File: src/rtl/mem_pkg.sv
// mem_pkg: constants and state encoding shared by the data-RAM arbiter.
//   AW, DW : default address and data widths of the 64x16 data RAM.
//   state_e: arbiter FSM state encoding.
package mem_pkg;

  localparam int unsigned AW = 6;
  localparam int unsigned DW = 16;

  typedef enum logic [2:0] {
    IDLE    = 3'd0,
    ACC_CPU = 3'd1,
    ACC_AUX = 3'd2,
    ACK_CPU = 3'd3,
    ACK_AUX = 3'd4
  } state_e;

endpackage

File: src/rtl/starve_counter.sv
// starve_counter: a saturating counter of consecutive CPU grants taken while
// the aux port was waiting.
// Ports:
//   clk_i      : clock, rising edge
//   rst_i      : asynchronous active-high reset, clears the count
//   inc_i      : count one more CPU grant (saturates at LIMIT)
//   clr_i      : clear the count (wins over inc_i)
//   at_limit_o : count has reached LIMIT, aux must be served next
module starve_counter #(
  parameter int unsigned LIMIT = 4,
  parameter int unsigned CW    = $clog2(LIMIT + 1)
) (
  input  logic clk_i,
  input  logic rst_i,
  input  logic inc_i,
  input  logic clr_i,
  output logic at_limit_o
);

  logic [CW-1:0] cnt_q;
  logic [CW-1:0] cnt_d;

  always_comb begin
    cnt_d = cnt_q;
    if (clr_i) begin
      cnt_d = '0;
    end else if (inc_i && (cnt_q != CW'(LIMIT))) begin
      cnt_d = cnt_q + 1'b1;
    end
  end

  always_ff @(posedge clk_i or posedge rst_i) begin
    if (rst_i) begin
      cnt_q <= '0;
    end else begin
      cnt_q <= cnt_d;
    end
  end

  assign at_limit_o = (cnt_q == CW'(LIMIT));

endmodule

File: src/rtl/ram_arbiter.sv
// ram_arbiter: shares one synchronous-read data RAM between the CPU data
// port (priority) and an auxiliary port. Each access takes three cycles:
// IDLE (arbitrate) -> ACC (RAM strobe) -> ACK (ack pulse, read data capture).
// The aux port is forced in after STARVE_MAX consecutive CPU grants made
// while it was waiting.
// Ports:
//   clk_main, reset          : clock and asynchronous active-high reset
//   cpu_req/we/addr/wdata    : CPU request and operands, held until cpu_ack
//   cpu_rdata, cpu_ack       : CPU read data (valid with ack, then held), ack
//   aux_*                    : same set for the aux port
//   ram_en/we/addr/wdata     : registered RAM command, zero outside ACC
//   ram_rdata                : RAM read data, valid the cycle after ram_en
module ram_arbiter #(
  parameter int unsigned AW         = mem_pkg::AW,
  parameter int unsigned DW         = mem_pkg::DW,
  parameter int unsigned STARVE_MAX = 4
) (
  input  logic          clk_main,
  input  logic          reset,
  input  logic          cpu_req,
  input  logic          cpu_we,
  input  logic [AW-1:0] cpu_addr,
  input  logic [DW-1:0] cpu_wdata,
  output logic [DW-1:0] cpu_rdata,
  output logic          cpu_ack,
  input  logic          aux_req,
  input  logic          aux_we,
  input  logic [AW-1:0] aux_addr,
  input  logic [DW-1:0] aux_wdata,
  output logic [DW-1:0] aux_rdata,
  output logic          aux_ack,
  output logic          ram_en,
  output logic          ram_we,
  output logic [AW-1:0] ram_addr,
  output logic [DW-1:0] ram_wdata,
  input  logic [DW-1:0] ram_rdata
);

  import mem_pkg::*;

  localparam int unsigned CW = $clog2(STARVE_MAX + 1);

  state_e        state_q;
  logic          grant_we_q;   // we of the access in flight
  logic          ram_en_q;
  logic          ram_we_q;
  logic [AW-1:0] ram_addr_q;
  logic [DW-1:0] ram_wdata_q;
  logic          cpu_ack_q;
  logic          aux_ack_q;
  logic [DW-1:0] cpu_rdata_q;
  logic [DW-1:0] aux_rdata_q;

  logic aux_go;
  logic cpu_go;
  logic starve_inc;
  logic starve_clr;
  logic starve_at_limit;

  // Arbitration decision for the current IDLE cycle.
  always_comb begin
    aux_go = (state_q == IDLE) && aux_req && (starve_at_limit || !cpu_req);
    cpu_go = (state_q == IDLE) && !aux_go && cpu_req;
  end

  // Count CPU grants that bypassed a waiting aux; any cycle without an aux
  // request, or an aux grant, restarts the count.
  assign starve_inc = cpu_go && aux_req;
  assign starve_clr = aux_go || !aux_req;

  starve_counter #(
    .LIMIT (STARVE_MAX),
    .CW    (CW)
  ) u_starve (
    .clk_i      (clk_main),
    .rst_i      (reset),
    .inc_i      (starve_inc),
    .clr_i      (starve_clr),
    .at_limit_o (starve_at_limit)
  );

  always_ff @(posedge clk_main or posedge reset) begin
    if (reset) begin
      state_q     <= IDLE;
      grant_we_q  <= 1'b0;
      ram_en_q    <= 1'b0;
      ram_we_q    <= 1'b0;
      ram_addr_q  <= '0;
      ram_wdata_q <= '0;
      cpu_ack_q   <= 1'b0;
      aux_ack_q   <= 1'b0;
      cpu_rdata_q <= '0;
      aux_rdata_q <= '0;
    end else begin
      // RAM command and acks are single-cycle; only the transition into an
      // ACC/ACK state raises them.
      ram_en_q    <= 1'b0;
      ram_we_q    <= 1'b0;
      ram_addr_q  <= '0;
      ram_wdata_q <= '0;
      cpu_ack_q   <= 1'b0;
      aux_ack_q   <= 1'b0;
      case (state_q)
        IDLE: begin
          if (aux_go) begin
            state_q     <= ACC_AUX;
            grant_we_q  <= aux_we;
            ram_en_q    <= 1'b1;
            ram_we_q    <= aux_we;
            ram_addr_q  <= aux_addr;
            ram_wdata_q <= aux_wdata;
          end else if (cpu_go) begin
            state_q     <= ACC_CPU;
            grant_we_q  <= cpu_we;
            ram_en_q    <= 1'b1;
            ram_we_q    <= cpu_we;
            ram_addr_q  <= cpu_addr;
            ram_wdata_q <= cpu_wdata;
          end
        end
        ACC_CPU: begin
          state_q   <= ACK_CPU;
          cpu_ack_q <= 1'b1;
        end
        ACC_AUX: begin
          state_q   <= ACK_AUX;
          aux_ack_q <= 1'b1;
        end
        ACK_CPU: begin
          state_q <= IDLE;
          if (!grant_we_q) begin
            cpu_rdata_q <= ram_rdata;
          end
        end
        ACK_AUX: begin
          state_q <= IDLE;
          if (!grant_we_q) begin
            aux_rdata_q <= ram_rdata;
          end
        end
        default: state_q <= IDLE;
      endcase
    end
  end

  // The RAM's own output register supplies read data during ACK, so it is
  // forwarded there to make rdata valid together with ack; the holding
  // register keeps it afterwards.
  assign cpu_rdata = (state_q == ACK_CPU && !grant_we_q) ? ram_rdata : cpu_rdata_q;
  assign aux_rdata = (state_q == ACK_AUX && !grant_we_q) ? ram_rdata : aux_rdata_q;

  assign cpu_ack   = cpu_ack_q;
  assign aux_ack   = aux_ack_q;
  assign ram_en    = ram_en_q;
  assign ram_we    = ram_we_q;
  assign ram_addr  = ram_addr_q;
  assign ram_wdata = ram_wdata_q;

endmodule

File: config.mk
export PLATFORM = sky130hd
export DESIGN_NAME = ram_arbiter
export DESIGN_NICKNAME = d
export VERILOG_FILES = /design/src/rtl/mem_pkg.sv /design/src/rtl/starve_counter.sv /design/src/rtl/ram_arbiter.sv
export SDC_FILE = /design/constraint.sdc
export NUM_CORES = 1
export LEC_CHECK = 0
export ABC_AREA = 1
export BUFFER_PORTS_ARGS = -buffer_cell sky130_fd_sc_hd__buf_2
export CAP_MARGIN = 20
export CORE_MARGIN = 1.5
export CORE_UTILIZATION = 32
export CTS_BUF_LIST = sky130_fd_sc_hd__clkbuf_8 sky130_fd_sc_hd__clkbuf_16
export DETAILED_ROUTE_END_ITERATION = 12
export PLACE_DENSITY = 0.66
export SKIP_LAST_GASP = 1
export SLEW_MARGIN = 15
export SYNTH_ARGS = -nofsm -noshare
export SYNTH_HDL_FRONTEND = slang
export SYNTH_HIERARCHICAL = 1
export SYNTH_SLANG_ARGS = --single-unit
File: constraint.sdc
create_clock -name clk_main -period 1.8 [get_ports clk_main]
set_input_delay 0 -clock clk_main [delete_from_list [all_inputs] [get_ports clk_main]]
set_output_delay 0 -clock clk_main [all_outputs]
set_load 0.02 [all_outputs]
==> out/qor.yml <==
outcome:
  status: "finished clean"
timing:
  slew_headroom_pct: 57.31
  rsz0062_at_grt: "yes"
  fmax_mhz: 583.1
  hold_violations: 0
  period_share_pct: 95.27
  setup_viol: 0
  fin_crit_ns: 1.715
  setup_tns_ns: 0
  worstMarginPinSlew_ns: 0.6393
  finalClockSkew_ns: 0.004567
  drv_slew: 0
die:
  rows: 32
  fp.dieH_um: 93.88
  start_util_pct: 33.67
  coreArea_um2: 7848
  dieWidth_um: 93.88
  dieArea_um2: 8813
  io_pins: 124
yosys:
  syn_area_per_cell_um2: 9.305
  syn_nets: 352
  syn-cell-area_um2: 2643
  synth_cell_types: 20
  syn_inst: 284
  synthTopCellsByArea: "dfrtp_1, nand2_1, nand3_1"
  synth_top_area_cell: "dfrtp_1"
  ys_seq_area_share_pct: 61.55
  synthArstFlopShare_pct: 100.0
  synth-seq-cells: 65
  synth-edff-count: 0
  yosys_warnings: 6
  synth_top_area_share_pct: 61.55
  synth_top_flop_cell: "dfrtp_1"
cells_and_area:
  area_growth_pct: 62.22
  final_util_pct: 54.62
  num_antenna_cells: 0
  multi_input_area_um2: 818.3
  seq_area_um2: 1628
  fin_nets: 544
  drive_above_1_share_pct: 33.06
  n_fill_cell: 674
  finalInstanceArea_um2: 4287
  finalNonFillerCells: 583
worst_setup_path:
  crit_chain: "inv_1 -> ha_1 -> nand2_2 -> inv_1 -> inv_1 -> nand2_2 -> nand2_4 -> inv_2 -> nor2_8 -> nand2_1 -> nor2_2 -> nand2_1 -> inv_1 -> nand2_1 -> nand2_1 -> nor2_1"
  cp_max_fo: 4
  cp.arrival_ns: 1.95
  setup.worst_path.class: "flip-flop to flip-flop"
  crit_required_ns: 2.04
  slowest_delay_ns: 0.37
  cp-start-kind: "flip-flop"
  cp-end-kind: "flip-flop"
  cp_slowest_cell: "dfrtp_1"
  critPathBufInv: 5
  cpLargestDelayFamily: "simple AND/OR/NAND/NOR gates"
clock_tree:
  h-tree-depth: 3
  cts_tree: "yes"
  clockBufferDepth: 2
  cts.clk_slew.worst_paths_ns: 0.07
  numCtsBuffers: 9
  worstSkewPairLatency_ns: 0.34
  root_buffer: "clkbuf_8"
  clock-sinks: 65
pwr:
  irDropWorstVdd_mv: 0.6644
  power_density_nw_per_um2: 1522
  p_leak_uw: 0.002395
  power_uw: 6526
  seqPwrFrac_pct: 33.8
  p_int_uw: 3908
  switching_share_pct: 40.11
  pwr-share-clk_pct: 23.0
  p_comb_share_pct: 43.2
  p_sw_uw: 2617
drt:
  post_drt_wl_per_cell_um: 12.93
  postRouteAntennaNets: 0
  drt_iter0_drc: 52
  first_pass_iters: 4
  wl_um: 7538
  routed_via_density: 4.422
  vias: 2578
  route.detailed.drc: 0
grt:
  grt_max_degree: 37
  overflow: 0
  grt_pass1_wl_um: 12010
  grt_pass1_vias: 2714
  grt_usage_pct: 18.08
  antenna_found_initial: 0
hold_path:
  hold_class: "input pin to async pin"
placement:
  place_area_um2: 3385
  gp_congestion: 0.7240
  port_buffers: 123
  place_hpwl_um: 4432
  place_inst: 502
job:
  drv_cap: 0
cells in the mapped netlist, types with 2 or more instances:
library cell / number
nand4_1: 3
ha_1: 2
nor2_1: 10
o21ai_1: 16
o21ai_0: 17
nand3_1: 26
inv_1: 29
or2_2: 2
nand2_1: 89
buf_4: 3
buf_2: 7
buf_6: 2
nand2_2: 2
dfrtp_1: 65
nor2_4: 2
nand2_4: 2
inv_2: 2
nor3_1: 3
area by class of cell:
class | instances | area share [%]
clock buffers | 9 | 2.890
clock inverters | 7 | 2.773
inverters | 31 | 2.715
multi-input cells | 175 | 19.09
flip-flops and latches | 65 | 37.97
well taps | 102 | 2.977
repair buffers | 194 | 31.58
worst reg2reg max path, delay by kind of cell (launching register included):
family | cells | cell delay [ns]
simple gates | 10 | 0.73
fa+ha+maj | 1 | 0.22
buf+inv | 5 | 0.29
flops | 1 | 0.37
logic make-up (layout without fill, tap and decap cells):
| logic type | Yosys count | after routing | share of synthesized area (%) |
|---|---|---|---|
| AND/OR/NAND/NOR | 140 | 140 | 23.67 |
| flip-flops | 65 | 65 | 61.55 |
| buffers and inverters | 44 | 241 | 7.575 |
| AO/OA/AOI/OAI | 33 | 33 | 6.250 |
| adder cells (fa/ha/maj) | 2 | 2 | 0.9468 |
cells in the final DEF, fill, tap and decap left out:
cell type and n:
bufinv_16 3, dfrtp_1 64, buf_2 123, buf_4 3, clkbuf_8 9, dlygate4sd3_1 64, clkinvlp_4 1, ha_1 2
nor2_1 9, buf_12 3, inv_1 29, inv_6 1, nor3_1 3, buf_8 1, nor2_2 1, inv_2 3
or2_2 2, nand2_2 2, clkinv_4 1, nor2_4 2, o21ai_0 10, nand2_1 89, nand4_1 3, nand3_1 26
nand2_4 2, dfrtp_2 1, o21ai_1 23, nor2_8 1
state kept, by name, indices dropped and copies added (netlist names):
register        count
cpu_rdata_q        16
cpu_ack             1
grant_we_q          1
ram_addr            6
ram_we              1
ram_en              1
u_starve/cnt_q      3
state_q             3
aux_rdata_q        16
aux_ack             1
ram_wdata          16
power by group through the flow:
stage                     sequential, uW  clock, uW  combinational [uW]
after floorplan                     2390          0                1610
after global placement              2200          0                2660
after detailed placement            2230          0                2700
after CTS                           2210       1560                2820
after global routing                2260       1610                3120
final                               2200       1500                2820
stage by stage:
step	worst slack, ns	hold WS [ns]
floorplan	0.1540	-0.2464
global placement	0.1215	-0.1100
detailed placement	0.04473	-0.1111
CTS	0.03016	0.05973
global route	-0.07647	0.08855
finish	0.08511	0.07503
path summary, 6_finish.rpt:
| check | from | end | slack (ns) | cells past startpoint |
|---|---|---|---|---|
| worst min-delay path | reset | u_starve/cnt_q[1]$_DFFE_PP0P_ | 0.08 | 3 |
| worst min register to register | cpu_rdata_q[13]$_DFFE_PP0P_ | cpu_rdata_q[13]$_DFFE_PP0P_ | 0.49 | 2 |
| worst max-delay path | u_starve/cnt_q[0]$_DFFE_PP0P_ | u_starve/cnt_q[2]$_DFFE_PP0P_ | 0.09 | 16 |
| max in group asynchronous | reset | state_q[2]$_DFFE_PP0P_ | 0.88 | 4 |
| min in group clk_main | aux_req | ram_we$_DFF_PP0_ | 0.08 | 4 |
| worst max register to register | u_starve/cnt_q[0]$_DFFE_PP0P_ | u_starve/cnt_q[2]$_DFFE_PP0P_ | 0.09 | 16 |
repair_timing:
action | CTS | global route
hold buffers | 64 | 0
buffers inserted | 0 | 1
setup endpoints to repair | 0 | 35
gates resized for setup | 0 | 11
hold endpoints to repair | 85 | 0
layer usage:
metal	vias up	global-route usage [%]	share of wire, %
met5	-	0	0
met4	0	9.453	2.8
met3	18	7.201	10
met2	132	32.37	50
met1	1149	17.85	37
li1	1279	-	-
No activity file was read; power rests on OpenSTA's default activity.
